File: src/rtl/gemma_acc_pkg.sv
// Shared accelerator constants and operand-feeder state encoding.
package gemma_acc_pkg;
  localparam int ELEM_W = 8;
  localparam int N      = 16;
  localparam int DATA_W = N * ELEM_W;
  localparam int BEATS  = N;
  localparam int ROW_W  = $clog2(BEATS);
  localparam int STEPS  = 2 * N - 1;
  localparam int STEP_W = $clog2(STEPS);

  typedef enum logic [1:0] {
    ST_FILL = 2'd0,
    ST_FULL = 2'd1,
    ST_FEED = 2'd2
  } feed_state_e;
endpackage

File: src/rtl/gemma_tile_buffer.sv
// Operand tile register file with a diagonal (skewed) read port.
module gemma_tile_buffer
  import gemma_acc_pkg::*;
(
  input  logic                clk_i,
  input  logic                rst_i,
  input  logic                wr_en_i,
  input  logic [ROW_W-1:0]    wr_row_i,
  input  logic [DATA_W-1:0]   wr_data_i,
  input  logic                clr_i,
  input  logic [STEP_W-1:0]   step_i,
  output logic [N-1:0]        lane_valid_o,
  output logic [N*ELEM_W-1:0] lane_data_o
);
  logic [DATA_W-1:0] rows_q [BEATS];
  logic [BEATS-1:0]  row_valid_q;
  logic [BEATS-1:0]  row_valid_d;

  always_comb begin
    row_valid_d = row_valid_q;
    if (clr_i)
      row_valid_d = '0;
    else if (wr_en_i)
      row_valid_d[wr_row_i] = 1'b1;
  end

  always_ff @(posedge clk_i or posedge rst_i) begin
    if (rst_i)
      row_valid_q <= '0;
    else
      row_valid_q <= row_valid_d;
  end

  always_ff @(posedge clk_i) begin
    if (wr_en_i)
      rows_q[wr_row_i] <= wr_data_i;
  end

  // Lane i reads row (t - i); rows never written read as zero.
  for (genvar i = 0; i < N; i++) begin : g_lane
    logic [STEP_W-1:0] d;
    logic              ok;
    logic [ROW_W-1:0]  r;
    assign d  = step_i - STEP_W'(i);
    assign ok = (step_i >= STEP_W'(i)) && (d < STEP_W'(BEATS));
    assign r  = d[ROW_W-1:0];
    assign lane_valid_o[i] = ok;
    assign lane_data_o[i*ELEM_W +: ELEM_W] =
      (ok && row_valid_q[r]) ? rows_q[r][i*ELEM_W +: ELEM_W] : '0;
  end
endmodule

File: src/rtl/gemma_operand_feeder.sv
// Captures one AXI read tile and replays it as a skewed systolic wavefront.
module gemma_operand_feeder
  import gemma_acc_pkg::*;
(
  input  logic                ap_clk,
  input  logic                ap_rst,
  input  logic                in_valid,
  output logic                in_ready,
  input  logic [DATA_W-1:0]   in_data,
  input  logic                in_last,
  input  logic                feed_start,
  input  logic                feed_hold,
  input  logic                err_clr,
  output logic                tile_full,
  output logic                feed_busy,
  output logic                feed_done,
  output logic                out_valid,
  output logic [N-1:0]        out_lane_valid,
  output logic [N*ELEM_W-1:0] out_data,
  output logic                err_len
);
  feed_state_e       state_q, state_d;
  logic [ROW_W-1:0]  beat_cnt_q, beat_cnt_d;
  logic [STEP_W-1:0] step_cnt_q, step_cnt_d;
  logic              err_q, err_d;
  logic              wr_en, clr;
  logic              at_last, last_step, stepping;
  logic [N-1:0]        lv;
  logic [N*ELEM_W-1:0] ld;

  assign at_last   = beat_cnt_q == ROW_W'(BEATS - 1);
  assign last_step = step_cnt_q == STEP_W'(STEPS - 1);
  assign stepping  = (state_q == ST_FEED) && !feed_hold;

  always_comb begin
    state_d    = state_q;
    beat_cnt_d = beat_cnt_q;
    step_cnt_d = step_cnt_q;
    err_d      = err_clr ? 1'b0 : err_q;
    wr_en      = 1'b0;
    clr        = 1'b0;
    unique case (state_q)
      ST_FILL: begin
        if (in_valid) begin
          wr_en      = 1'b1;
          beat_cnt_d = beat_cnt_q + 1'b1;
          if (in_last || at_last) begin
            state_d    = ST_FULL;
            beat_cnt_d = '0;
            // Burst length must end exactly on the last row.
            if (in_last != at_last)
              err_d = 1'b1;
          end
        end
      end
      ST_FULL: begin
        if (feed_start) begin
          state_d    = ST_FEED;
          step_cnt_d = '0;
        end
      end
      ST_FEED: begin
        if (!feed_hold) begin
          if (last_step) begin
            state_d    = ST_FILL;
            step_cnt_d = '0;
            beat_cnt_d = '0;
            clr        = 1'b1;
          end else begin
            step_cnt_d = step_cnt_q + 1'b1;
          end
        end
      end
      default: state_d = ST_FILL;
    endcase
  end

  always_ff @(posedge ap_clk or posedge ap_rst) begin
    if (ap_rst) begin
      state_q    <= ST_FILL;
      beat_cnt_q <= '0;
      step_cnt_q <= '0;
      err_q      <= 1'b0;
    end else begin
      state_q    <= state_d;
      beat_cnt_q <= beat_cnt_d;
      step_cnt_q <= step_cnt_d;
      err_q      <= err_d;
    end
  end

  gemma_tile_buffer u_buf (
    .clk_i        (ap_clk),
    .rst_i        (ap_rst),
    .wr_en_i      (wr_en),
    .wr_row_i     (beat_cnt_q),
    .wr_data_i    (in_data),
    .clr_i        (clr),
    .step_i       (step_cnt_q),
    .lane_valid_o (lv),
    .lane_data_o  (ld)
  );

  assign in_ready       = state_q == ST_FILL;
  assign tile_full      = state_q == ST_FULL;
  assign feed_busy      = state_q == ST_FEED;
  assign out_valid      = stepping;
  assign feed_done      = stepping && last_step;
  assign out_lane_valid = stepping ? lv : '0;
  assign out_data       = stepping ? ld : '0;
  assign err_len        = err_q;
endmodule

File: config.mk
export PLATFORM = sky130hd
export DESIGN_NAME = gemma_operand_feeder
export DESIGN_NICKNAME = d
export VERILOG_FILES = /design/src/rtl/gemma_acc_pkg.sv /design/src/rtl/gemma_tile_buffer.sv /design/src/rtl/gemma_operand_feeder.sv
export SDC_FILE = /design/constraint.sdc
export NUM_CORES = 2
export LEC_CHECK = 0
export CAP_MARGIN = 20
export CORE_MARGIN = 5
export CORE_UTILIZATION = 65
export DETAILED_ROUTE_END_ITERATION = 10
export DONT_BUFFER_PORTS = 1
export PLACE_DENSITY = 0.92
export SYNTH_ARGS = -nofsm -noshare
export SYNTH_HDL_FRONTEND = slang
export SYNTH_SLANG_ARGS = --single-unit
File: constraint.sdc
create_clock -name ap_clk -period 17.2 [get_ports ap_clk]
set_clock_uncertainty 0.1 [all_clocks]
set_input_delay 3.44 -clock ap_clk [delete_from_list [all_inputs] [get_ports ap_clk]]
set_output_delay 3.44 -clock ap_clk [all_outputs]
set_load 0.01 [all_outputs]
# [After elaboration in Yosys (flattened, before gate mapping)]
# Memories as Yosys holds them, arrays and structs flattened.
# Index checks and enable logic that the tools add are counted.
[word_totals] mem_bits_rw=2048 inputBits=135 reg_bits=28 mem_count=1
[classes] reduce_logical=44 n_lt_le_gt_ge=50 muxes=81 addsub=17 n_bitwise=1 eq_ne=10
[memory_table] name="u_buf.rows_q" words=16 width=128 read_ports=16 rd_ports_with_merged_regs=0 wr=1 line="gemma_tile_buffer.sv:15" text="logic [DATA_W-1:0] rows_q [BEATS];"
[op_table] op="2-to-1 mux 128 bit" count=1
[op_table] op="2-to-1 mux 8 bit" count=16
[op_table] op="less-than comparator 4 x 5 -> 1 bit, second input constant" count=17
[op_table] op="less-than comparator 5 bit, second input constant" count=16
[op_table] op="binary-select mux 1 bit (select 4 bit)" count=16
[op_table] op="2-to-1 mux 16 bit" count=3
[op_table] op=">= comparator 5 x 4 -> 1 bit, second input constant" count=8
[op_table] op="subtractor 5 x 4 -> 5 bit, second input constant" count=8
[op_table] op="logical AND 1 bit" count=35
[op_table] op="2-to-1 mux 1 bit" count=29
[op_table] op=">= comparator 5 x 3 -> 1 bit, second input constant" count=4
[op_table] op="subtractor 5 x 3 -> 5 bit, second input constant" count=4
[op_table] op="2-to-1 mux 4 bit" count=4
[op_table] op="OR 16 bit" count=1
[op_table] op="2-to-1 mux 5 bit" count=3
[op_table] op=">= comparator 5 x 1 -> 1 bit, second input constant" count=2
[op_table] op=">= comparator 5 x 2 -> 1 bit, second input constant" count=2
[op_table] op="2-to-1 mux 2 bit" count=5
[op_table] op="case mux 5 bit (2 select lines)" count=1
[op_table] op="subtractor 5 x 2 -> 5 bit, second input constant" count=2
[op_table] op="case mux 4 bit (2 select lines)" count=1
[op_table] op="inequality test 2 bit, second input constant" count=3
[op_table] op="case mux 2 bit (3 select lines)" count=1
[op_table] op="nonzero test 2 bit" count=3
[op_table] op="other kinds (17)" count=18

# [Longest topological paths before layout]
[logic_depth] ltp_word=7 mapped_depth=13 ltp_nobuf=7

# [Modules after synthesis]
# From an unflattened synthesis, not the netlist that was laid out.
[unflattened] hier_cells=3661 area_unflattened_um2=81876.0
[modules_own_cells] mod="gemma_tile_buffer" area_per_inst_um2=80243.2 cells_each=3425 seq_area_each_um2=61899.4 n_inst=1
[modules_own_cells] mod="gemma_operand_feeder" area_per_inst_um2=1632.8 cells_each=236 seq_area_each_um2=300.3 n_inst=1

# [Worst setup path before layout]
# No wires, ideal clock.
[synth_path] path_type="input -> register" startpoint="in in_valid" endpoint="mem u_buf.rows_q[1][0] (netlist name) (enable)" t_arrival_ns=12.821 t_required_ns=16.326 setup_ns=0.774 setup_slack_ns=3.505 cell_stages=3 cell_sequence="nor3b_1 -> nand2_1 -> nor3_1"
[synth_between] elab_chain_cells=4
[synth_lines] element="from (decl)" line="gemma_operand_feeder.sv:7" text="input logic in_valid,"
[synth_lines] element="2-to-1 mux 1 bit" line="gemma_operand_feeder.sv:44" text="if (in_valid) begin"
[synth_lines] element="2-to-1 mux 1 bit" line="gemma_operand_feeder.sv:42" text="unique case (state_q)"
[synth_lines] element="2-to-1 mux 1 bit" line="gemma_tile_buffer.sv:35" text="if (wr_en_i)"
[synth_lines] element="2-to-1 mux 1 bit (implied by the code)" line="gemma_tile_buffer.sv:36" text="rows_q[wr_row_i] <= wr_data_i;"
[synth_lines] element="to (decl)" line="gemma_tile_buffer.sv:15"
# No other way between the ends.

# [Final worst setup path]
[layout_path] startpoint="in feed_hold" endpoint="out out_data[20]"
[layout_between] elab_chain_cells=3
[layout_lines] element="from (decl)" line="gemma_operand_feeder.sv:12" text="input logic feed_hold,"
[layout_lines] element="logical NOT 1 bit"
[layout_lines] element="logical AND 1 bit" line="gemma_operand_feeder.sv:33" text="assign stepping = (state_q == ST_FEED) && !feed_hold;"
[layout_lines] element="via out_valid" line="gemma_operand_feeder.sv:17" text="output logic out_valid,"
[layout_lines] element="2-to-1 mux 128 bit" line="gemma_operand_feeder.sv:110" text="assign out_data = stepping ? ld : '0;"
[layout_lines] element="to (decl)" line="gemma_operand_feeder.sv:19" text="output logic [N*ELEM_W-1:0] out_data,"
# The timed path passes the listed nets, and every way through them passes these cells.

==> results.json <==
{
  "status": "finished clean",
  "dieArea_um2": 132000,
  "fin_nets": 3677,
  "die_y_um": 364,
  "dp.cells": 4951,
  "slew_headroom": 0.149,
  "min_period_ps": 10200,
  "syn_to_final_growth_pct": 10.4,
  "tightest_slew_ps": 1270,
  "grt_util_all_layers": 0.338,
  "hold_buffers": 0,
  "synth_ff_type": "edfxtp_1",
  "drt-initial-drc-count": 6937,
  "cts_tree": "built",
  "clock.fmax_mhz": 98.0,
  "synth_compound_area_frac": 0.00822,
  "cts_max_level": 4,
  "synthDistinctLibCells": 65,
  "seq_power_share": 0.413,
  "timing.critical_path.fanout_max": 20,
  "synth_edf_count": 2048,
  "synth_top_area_share": 0.756,
  "synth_simple_gate_area_frac": 0.0168,
  "ir_worst_vdd_uv": 161,
  "postSynthAreaPerCell_um2": 23.9,
  "synth_top_cell_by_area": "edfxtp_1",
  "stdcell_area_um2": 89700,
  "finalNonFillerCells": 5318,
  "postCtsSetupRepairBufs": 0,
  "wl_per_cell_um": 41.3,
  "initial_utilization": 0.656,
  "place_area_um2": 83400,
  "setup_viol": 0,
  "start_kind": "input port",
  "finalHoldViolCount": 0,
  "cts_buffers": 195,
  "die_w_um": 364,
  "antenna_found_initial": 12,
  "drc": 0,
  "async_reset_ff_frac": 0.0135,
  "timing.hold.ws_ps": 507,
  "cts_resized": 0,
  "power_frac_comb": 0.273,
  "path_clk_slew_ps": 70,
  "slew_violations": 0,
  "critPathMaxStageDelay_ps": 1090,
  "hp-class": "flop to flop",
  "ys_warn_count": 0,
  "grt_pass1_vias": 41600,
  "root_buffer": "clkbuf_16",
  "path_class": "input port to primary output",
  "fin_util": 0.724,
  "crit_path_end_kind": "primary output",
  "fin_ws_ps": 7000,
  "synthMuxAreaShare": 0.192,
  "drt_pass1_iterations": 11,
  "leakagePower_nw": 27.8,
  "dp_slack_ps": 7160,
  "drtAntennaViolNets": 0,
  "syn-cell-area_um2": 81300,
  "drive_above_1_share": 0.297,
  "wirelength_mm": 219,
  "p_per_area_nw_per_um2": 151,
  "viasPerCell": 7.64,
  "ys_ff_latch": 2076,
  "cts_sinks": 2076,
  "path_cells": "or3b_2 -> inv_1 -> nand4_1 -> nor2b_1",
  "core.rowCount": 129,
  "fin_tns_setup_ps": 0,
  "clockPowerShare": 0.314,
  "gp_congestion": 0.832,
  "p_sw_mw": 3.97,
  "required_ps": 13660,
  "synth_top_family_by_area": "multiplexers",
  "yosysSeqAreaShare": 0.765,
  "post-dp-hpwl_mm": 107,
  "grt_overflow": 0,
  "arrival_ps": 6660,
  "io_pins": 285,
  "grt_max_degree": 181,
  "cap_violations": 0,
  "grt_first_pass_wirelength_mm": 312,
  "clockBufferDepth": 3,
  "synth-xor-area-share": 0.00189,
  "synthAdderAreaFrac": 0.00354,
  "vias": 40700,
  "cp_slowest_cell": "nand4_1",
  "syn_nets": 3554,
  "rsz0062_at_grt": "no",
  "internal_power_mw": 9.62,
  "io_buffers": 0,
  "synth_area_leaders": "edfxtp_1, mux4_2, mux2i_1",
  "sw_frac_of_total": 0.292,
  "netlist_instances": 3396,
  "power_mw": 13.6,
  "finalCritPeriodShare": 0.593,
  "core_um2": 124000,
  "clk_latency_ps": 830
}
[layout by cell type, fill, tap and decap left out, types with 12 or more instances in the layout]
cell       instances
nor2b_1           56
clkbuf_1          47
clkinv_1          34
nand3_1           14
nor3_1            37
clkbuf_16        196
inv_1             30
clkinv_2          36
nor2_4            12
mux4_2           630
a21oi_1           14
edfxtp_1        2048
mux2i_1           72
nor3b_1           31
ha_1              21
dfrtp_1           24
mux2_2            52
bufinv_16         16
o21ai_0           12
buf_4             77
nand2_1           25
o21a_1            16
[cells in the mapped netlist, types with 3 or more instances]
library cell / number
mux2i_1: 72
and3_1: 7
o21ai_0: 12
dfrtp_1: 28
nor2b_1: 56
nor2_1: 23
mux4_2: 630
buf_1: 8
buf_6: 12
nor3b_1: 31
mux4_1: 4
nand2_1: 25
a21boi_1: 6
nor3_1: 41
a211o_1: 3
xnor2_2: 3
mux2_2: 52
inv_1: 30
o21a_1: 16
nand4_1: 3
xnor2_1: 5
a22oi_1: 3
edfxtp_1: 2048
inv_2: 3
and2_1: 6
buf_4: 13
buf_2: 89
clkbuf_1: 42
o22ai_1: 3
nand3_1: 14
a21boi_0: 4
nor4b_1: 9
ha_1: 23
a21oi_1: 14
a22o_1: 4
nand2b_1: 11
[layout make-up]
class	count	area, µm²
Antenna cell	3	7.51
Clock buffer	247	5140
Sequential cell	2076	62200
Inverter	33	124
Multi-Input combinational cell	1123	18300
Tap cell	1637	2050
Clock inverter	109	1050
Timing Repair Buffer	90	842
Fill cell	6237	34200
[registers in the layout (all words and copies together) (netlist names)]
register,cells
u_buf.rows_q,2048
u_buf.row_valid_q,16
step_cnt_q,5
beat_cnt_q,4
state_q,2
err_len,1
[path summary, 6_finish.rpt]
path / slack (ps) / cells past startpoint / to / start
worst max-delay path: 7000 / 4 / out_data[20] / feed_hold
worst min-delay path: 510 / 2 / err_len / err_len
max in group asynchronous: 14100 / 2 / step_cnt_q[1] / ap_rst
min in group asynchronous: 2240 / 1 / err_len / ap_rst
worst min register to register: 510 / 2 / err_len / err_len
worst max register to register: 12270 / 5 / u_buf.rows_q[6][0] / state_q[1]
[worst max-delay path, delay by kind of cell]
kind                   cells  cell delay (ps)
and+or+nand+nor            3             2360
buffers and inverters      1              830
[layer usage]
metal	vias up	track usage	wire, µm
met5	-	0	172
met4	6	0.155	11600
met3	741	0.108	28600
met2	3817	0.542	108000
met1	21200	0.434	70800
li1	14800	-	-
[cell families (layout without fill, tap and decap cells)]
group	after synthesis	after routing
AO/OA/AOI/OAI	92	92
XOR/XNOR	12	12
adder cells (fa/ha/maj)	23	23
buffers and inverters	197	479
flip-flops	2076	2076
multiplexers	760	760
other	0	3
AND/OR/NAND/NOR	236	236
[power by group through the flow]
stage / combinational [mW] / clock [mW] / sequential [mW]
after floorplan: 2.53 / 0 / 5.69
after global placement: 3.45 / 0 / 5.72
after detailed placement: 3.53 / 0 / 5.72
after CTS: 3.63 / 4.29 / 5.61
after global routing: 3.82 / 4.53 / 5.61
final: 3.71 / 4.26 / 5.61
No activity file was read; power rests on OpenSTA's default activity.
